### src/rtl/fpga_slave_pkg.sv
// Shared types and default thresholds for the discharge pulse classifier and
// the discharge_control block that consumes its short flag.
package fpga_slave_pkg;

    typedef enum logic [1:0] {
        ST_IDLE     = 2'd0,
        ST_OBSERVE  = 2'd1,
        ST_CLASSIFY = 2'd2
    } sort_state_t;

    typedef enum logic [1:0] {
        CLS_NULL   = 2'd0,
        CLS_NORMAL = 2'd1,
        CLS_SHORT  = 2'd2
    } pulse_class_t;

    localparam logic [15:0] V_OPEN_TH_DEF     = 16'd2800;
    localparam logic [15:0] V_SHORT_TH_DEF    = 16'd300;
    localparam logic [7:0]  BLANK_CYC_DEF     = 8'd20;
    localparam logic [7:0]  SHORT_MIN_DEF     = 8'd10;
    localparam logic [15:0] WINDOW_PULSES_DEF = 16'd100;

    function automatic logic [7:0] sat_inc8(input logic [7:0] v);
        return (v == 8'hFF) ? v : v + 8'd1;
    endfunction

endpackage

### src/rtl/pulse_sort_stat.sv
// Window accumulator: counts classified pulses per class and publishes the
// three totals with a one-cycle strobe once the window is full.
module pulse_sort_stat
    import fpga_slave_pkg::*;
#(
    parameter logic [15:0] WINDOW_PULSES = WINDOW_PULSES_DEF
) (
    input  logic       clk,
    input  logic       rst_n,
    input  logic       clear,
    input  logic [1:0] pulse_class,
    input  logic       class_valid,
    output logic [7:0] null_pulse_num,
    output logic [7:0] normal_pulse_num,
    output logic [7:0] short_pulse_num,
    output logic       stat_valid
);

    logic [7:0]  acc_null, acc_normal, acc_short;
    logic [7:0]  nxt_null, nxt_normal, nxt_short;
    logic [15:0] pulse_cnt;
    logic        window_done;

    always_comb begin
        nxt_null   = acc_null;
        nxt_normal = acc_normal;
        nxt_short  = acc_short;
        if (class_valid) begin
            case (pulse_class)
                CLS_NULL:   nxt_null   = sat_inc8(acc_null);
                CLS_NORMAL: nxt_normal = sat_inc8(acc_normal);
                CLS_SHORT:  nxt_short  = sat_inc8(acc_short);
                default:    ;
            endcase
        end
        window_done = class_valid && ((pulse_cnt + 16'd1) == WINDOW_PULSES);
    end

    always_ff @(posedge clk or negedge rst_n) begin
        if (!rst_n) begin
            acc_null         <= '0;
            acc_normal       <= '0;
            acc_short        <= '0;
            pulse_cnt        <= '0;
            null_pulse_num   <= '0;
            normal_pulse_num <= '0;
            short_pulse_num  <= '0;
            stat_valid       <= 1'b0;
        end else if (clear) begin
            // published counts deliberately hold across a clear
            acc_null   <= '0;
            acc_normal <= '0;
            acc_short  <= '0;
            pulse_cnt  <= '0;
            stat_valid <= 1'b0;
        end else begin
            stat_valid <= window_done;
            if (window_done) begin
                null_pulse_num   <= nxt_null;
                normal_pulse_num <= nxt_normal;
                short_pulse_num  <= nxt_short;
                acc_null         <= '0;
                acc_normal       <= '0;
                acc_short        <= '0;
                pulse_cnt        <= '0;
            end else if (class_valid) begin
                acc_null   <= nxt_null;
                acc_normal <= nxt_normal;
                acc_short  <= nxt_short;
                pulse_cnt  <= pulse_cnt + 16'd1;
            end
        end
    end

endmodule

### src/rtl/pulse_sort.sv
// Discharge pulse classifier: watches gap voltage during Ton and sorts each
// pulse into null / normal / short, raising an early short flag mid-pulse.
//
// state       | meaning
// ST_IDLE     | waiting for a pulse_on rising edge
// ST_OBSERVE  | inside Ton, tracking samples after the blanking interval
// ST_CLASSIFY | one cycle after Ton falls, hands the class to the window stats
module pulse_sort
    import fpga_slave_pkg::*;
#(
    parameter logic [15:0] V_OPEN_TH     = V_OPEN_TH_DEF,
    parameter logic [15:0] V_SHORT_TH    = V_SHORT_TH_DEF,
    parameter logic [7:0]  BLANK_CYC     = BLANK_CYC_DEF,
    parameter logic [7:0]  SHORT_MIN     = SHORT_MIN_DEF,
    parameter logic [15:0] WINDOW_PULSES = WINDOW_PULSES_DEF
) (
    input  logic        clk,
    input  logic        rst_n,
    input  logic [15:0] sample_voltage,
    input  logic        sample_valid,
    input  logic        pulse_on,
    input  logic        clear,
    output logic [7:0]  null_pulse_num,
    output logic [7:0]  normal_pulse_num,
    output logic [7:0]  short_pulse_num,
    output logic        stat_valid,
    output logic        pro1_short_flag
);

    sort_state_t  state, state_next;
    pulse_class_t pulse_class;
    logic         pulse_on_d, rise, start_pulse, qualify, class_valid;
    logic         brk_seen, short_seen;
    logic [7:0]   cyc_cnt, short_run, short_run_inc;

    // Edge register resets high so a pulse already running at reset release is skipped.
    always_ff @(posedge clk or negedge rst_n) begin
        if (!rst_n) pulse_on_d <= 1'b1;
        else        pulse_on_d <= pulse_on;
    end

    assign rise = pulse_on & ~pulse_on_d;

    always_ff @(posedge clk or negedge rst_n) begin
        if (!rst_n) state <= ST_IDLE;
        else        state <= state_next;
    end

    always_comb begin
        state_next = state;
        case (state)
            ST_IDLE:     if (rise) state_next = ST_OBSERVE;
            ST_OBSERVE:  if (!pulse_on) state_next = ST_CLASSIFY;
            ST_CLASSIFY: state_next = rise ? ST_OBSERVE : ST_IDLE;
            default:     state_next = ST_IDLE;
        endcase
        if (clear) state_next = ST_IDLE;
    end

    assign start_pulse   = rise && !clear && (state == ST_IDLE || state == ST_CLASSIFY);
    assign qualify       = (state == ST_OBSERVE) && pulse_on && sample_valid && (cyc_cnt >= BLANK_CYC);
    assign short_run_inc = sat_inc8(short_run);
    assign class_valid   = (state == ST_CLASSIFY) && !clear;

    always_ff @(posedge clk or negedge rst_n) begin
        if (!rst_n) begin
            cyc_cnt         <= '0;
            short_run       <= '0;
            brk_seen        <= 1'b0;
            short_seen      <= 1'b0;
            pro1_short_flag <= 1'b0;
        end else if (clear || start_pulse) begin
            cyc_cnt         <= '0;
            short_run       <= '0;
            brk_seen        <= 1'b0;
            short_seen      <= 1'b0;
            pro1_short_flag <= 1'b0;
        end else if (state == ST_OBSERVE) begin
            cyc_cnt <= sat_inc8(cyc_cnt);
            if (qualify) begin
                if (sample_voltage <= V_SHORT_TH) begin
                    short_run <= short_run_inc;
                    if (short_run_inc >= SHORT_MIN) begin
                        short_seen      <= 1'b1;
                        pro1_short_flag <= 1'b1;
                    end
                end else if (sample_voltage < V_OPEN_TH) begin
                    brk_seen  <= 1'b1;
                    short_run <= '0;
                end else begin
                    short_run <= '0;
                end
            end
        end
    end

    always_comb begin
        pulse_class = CLS_NULL;
        if (short_seen)    pulse_class = CLS_SHORT;
        else if (brk_seen) pulse_class = CLS_NORMAL;
    end

    pulse_sort_stat #(
        .WINDOW_PULSES(WINDOW_PULSES)
    ) u_stat (
        .clk              (clk),
        .rst_n            (rst_n),
        .clear            (clear),
        .pulse_class      (pulse_class),
        .class_valid      (class_valid),
        .null_pulse_num   (null_pulse_num),
        .normal_pulse_num (normal_pulse_num),
        .short_pulse_num  (short_pulse_num),
        .stat_valid       (stat_valid)
    );

endmodule

### config.mk
export PLATFORM = sky130hd
export DESIGN_NAME = pulse_sort
export DESIGN_NICKNAME = d
export VERILOG_FILES = /design/src/rtl/fpga_slave_pkg.sv /design/src/rtl/pulse_sort_stat.sv /design/src/rtl/pulse_sort.sv
export SDC_FILE = /design/constraint.sdc
export NUM_CORES = 1
export LEC_CHECK = 0
export ABC_CLOCK_PERIOD_IN_PS = 5860
export BUFFER_PORTS_ARGS = -buffer_cell sky130_fd_sc_hd__buf_2
export CAP_MARGIN = 5
export CORE_UTILIZATION = 64
export DETAILED_ROUTE_END_ITERATION = 10
export PLACE_DENSITY = 0.91
export SLEW_MARGIN = 20
export SYNTH_ARGS = -nofsm -noshare
export SYNTH_HDL_FRONTEND = slang
export SYNTH_HIERARCHICAL = 1
export SYNTH_SLANG_ARGS = --single-unit
### constraint.sdc
create_clock -name clk -period 5.86 [get_ports clk]
set_input_delay 0.586 -clock clk [delete_from_list [all_inputs] [get_ports clk]]
set_output_delay 0.586 -clock clk [all_outputs]
set_load 0.01 [all_outputs]
==> metrics.md <==
| Metric | Value |
|---|---|
| CP arrival | `~3200 ps` |
| Setup ws final | `2940 ps` |
| Outcome | `complete, no violations` |
| CTS tree | `built` |
| Clock-pin slew on the worst setup and hold paths | `about 90 ps` |
| Clk root buf | `clkbuf_8` |
| Final Power | `roughly 1.1 mW` |
| Die width | `slightly below 90 um` |
| Post-CTS Resized | `0` |
| Met2 Use GR | `0.491` |
| LEAKAGE | `roughly 2.5 nW` |
| Synth Cell Area | `roughly 4700 um2` |
| Met3 usage | `0.0594` |
| Synth top area share | `0.449` |
| Number of I/O port buffers | `46` |
| Worst skew pair latency | `360 ps` |
| Hold Buf Count CTS | `0` |
| Max_cap viols | `0` |
| Site row count | `30` |
| GRT met1 Usage | `0.363` |
| CP Class | `flop to flop` |
| Synth Flop Type | `dfrtp_1` |
| Routed Antenna Nets | `0` |
| NumNets Final | `between 500 and 600` |
| F_max | `0.343 GHz` |
| Die ar. | `about 7700 um2` |
| Post-place setup slack | `approximately 2700 ps` |
| Placer Congestion | `between 0.9 and 1` |
| Yosys warnings | `6` |
| DRT Pass-1 Iters | `5` |
| Num CTS Buffers | `9` |
| Largest area contributor in the netlist | `dfrtp_1` |
| Hold Slack | `258 ps` |
| Worst Path Required | `approximately 6100 ps` |
| Initial Util | `0.678` |
| CP startpoint | `u_stat/pulse_cnt[0]$_DFFE_PN0P_` |
| Fillers | `500` |
| Largest net degree at the start of global routing | `87` |
| DIE HEIGHT | `between 80 and 90 um` |
| GRT Util Overall | `0.289` |
| Cell Pwr Density | `about 200 nW/um2` |
| Core region area | `approximately 7000 um2` |
| Top cells by area, synth | `dfrtp_1 (45%), mux2_4 (5.7%), xnor2_1 (3.7%), nand2_1 (3.4%), nor2_1 (3.4%)` |
| Final std cells w/o fill | `~600` |
| Max IR drop VDD | `0.131 mV` |
| Syn_nets | `approximately 490` |
| Placed Instances | `579` |
| Minimum clock period | `just under 3000 ps` |
| Drt drc | `0` |
| Initial detailed-routing violation count | `around 380` |
| Max Buffers Root-to-Sink | `2` |
| Worst Tran Pin Value | `~750 ps` |
| Hold Fails Final Rpt | `0` |
| Post-synth ARST share | `1.00` |
| Total global routing overflow | `0` |
| Antenna violations before repair | `0` |
| Avg WL per Cell | `about 17 um` |
| Seq. cell area | `~2200 um2` |
| Post-CTS setup buffer count | `0` |
| RSZ-0062 raised after global routing | `no` |
| Post-DP HPWL | `around 6800 um` |
| Type of the worst min-delay path | `primary input to asynchronous set/reset pin` |
| Vias/cell | `6.25` |
| Relative slew slack | `0.499` |
| H-tree depth | `3` |
| Area Growth Syn to Fin | `9.09%` |
| Avg Cell Area, Syn | `about 10 um2` |
| Number of flops mapped to enable cells by yosys | `0` |
| Crit-path max FO | `24` |
| Post-synthesis sequential area ratio | `0.455` |
| Worst reg2reg startpoint | `u_stat/pulse_cnt[0]$_DFFE_PN0P_` |
| Synth unique cells | `67` |
| Ant diodes | `0` |
| Max-slew violations | `0` |
| First-pass GRT wire length | `roughly 17000 um` |
| Number of clock sinks | `86` |
| Final wirelength | `around 10000 um` |
| Fin Setup TNS | `0 ps` |
| Kind of start point of the critical path | `flop` |
| Clock skew | `12.6 ps` |
| Vias in the first global route | `approximately 3.7k` |
| Gr busiest metal | `met2` |
| Worst R2R Path Depth | `7` |
| Routed vias | `roughly 3.7k` |
| Footprint of the multi-input gates | `about 2400 um2` |
| Layout cell share with drive strength beyond 1 | `0.210` |
| Final setup viols | `0` |
| Num ports | `47` |
| Crit. End Element | `flop` |
| Post-synthesis register bit count | `86` |
| Post-Syn Instances | `456` |
| Tcrit/Tclk final | `0.498` |
==> registers in the layout, summed over array words and instances (netlist names) <==
name	flops
u_stat/acc_null	8
pulse_on_d	1
u_stat/acc_short	8
u_stat/short_pulse_num	8
short_run	8
u_stat/acc_normal	8
state	2
cyc_cnt	8
short_seen	1
brk_seen	1
u_stat/normal_pulse_num	8
u_stat/stat_valid	1
u_stat/pulse_cnt	16
u_stat/null_pulse_num	8
==> per-layer routing <==
metal  wire [um]  share of wire
met1        4150           0.41
met2        5070           0.51
met3         578          0.058
met4         229          0.023
met5           0              0
==> cell type report <==
cell class,instances,area share
clock inverter,4,0.00945
inverter,5,0.00363
sequential,86,0.417
clock buffer,12,0.0281
tap,96,0.0233
timing repair buffer,48,0.0487
multi-input combinational,344,0.470
==> placed cells by master (no fill, tap or decap), types with 3 or more instances in the layout <==
cell | Yosys | final
mux2_2 | 8 | 8
a31oi_1 | 5 | 5
a211oi_1 | 4 | 4
and3_1 | 7 | 7
mux2_4 | 18 | 18
xnor2_1 | 20 | 20
mux2i_1 | 4 | 4
nor2_1 | 43 | 43
nor3_1 | 15 | 15
a21oi_1 | 11 | 11
inv_1 | 5 | 5
and4_1 | 10 | 10
nor3b_1 | 4 | 4
nand3_1 | 20 | 20
nand2_1 | 43 | 43
xor2_1 | 17 | 17
o21ai_0 | 7 | 6
ha_1 | 8 | 8
nor2b_1 | 24 | 24
dfrtp_1 | 85 | 85
buf_2 | 4 | 45
clkbuf_8 | 0 | 10
o21ai_1 | 3 | 4
nand2b_1 | 5 | 5
a32o_1 | 3 | 3
o22ai_1 | 3 | 3
nand4_1 | 14 | 14
nor4_1 | 4 | 4
==> Yosys cell counts, drive strengths merged (2+ instances only) <==
master,instances
o31ai,2
o211ai,4
o21ai,12
clkbuf,9
and2,2
nor3,15
and4,10
nand4,14
nor2b,24
ha,8
nor2,44
a31oi,5
a211oi,6
a21oi,12
and2b,2
xnor2,20
and3,7
o22ai,3
a32o,3
dfrtp,85
nand2,43
inv,5
o21a,2
xor2,17
buf,12
a21o,2
mux2,26
nand3b,2
a211o,2
o211a,2
nand3,21
mux2i,4
nand2b,5
nor3b,4
nor4,6
==> power by group <==
group	internal, mW	switching [mW]
combinational	0.0119	0.0302
sequential	0.596	0.00390
clock	0.208	0.206
==> worst max-delay path, cell delays in order, from the launching register on <==
cell	delay (ps)
dfrtp_1	520
ha_1	420
xor2_1	170
nand2_1	60
nor4_1	250
o211ai_2	210
or4_4	780
mux2_4	390
==> cells by family (layout without fill, tap and decap cells) <==
family	after synthesis	after routing	synth area share
simple gates	206	206	0.237
flops	86	86	0.455
fa+ha+maj	8	8	0.0211
mux	30	30	0.0846
buf+inv	26	69	0.0325
xor+xnor	37	37	0.0685
compound gates	63	63	0.101
==> path summary, 6_finish.rpt <==
check,endpoint,slack [ps]
setup / recovery,u_stat/normal_pulse_num[2]$_DFFE_PN0P_,2940
hold / removal,u_stat/acc_short[3]$_DFFE_PN0P_,260
setup reg to reg,u_stat/normal_pulse_num[2]$_DFFE_PN0P_,2940
hold reg to reg,u_stat/normal_pulse_num[7]$_DFFE_PN0P_,510
max in group asynchronous,u_stat/pulse_cnt[9]$_DFFE_PN0P_,5080
min in group clk,pulse_on_d$_DFF_PN1_,370
==> stage by stage <==
stage	util	cell area [um2]
final	0.740	5160
after global routing	0.740	5160
after CTS	0.739	5160
after detailed placement	0.711	4970
after global placement	0.711	4970
after floorplan	-	4730
Note: power is estimated with default switching activity, not from simulation.
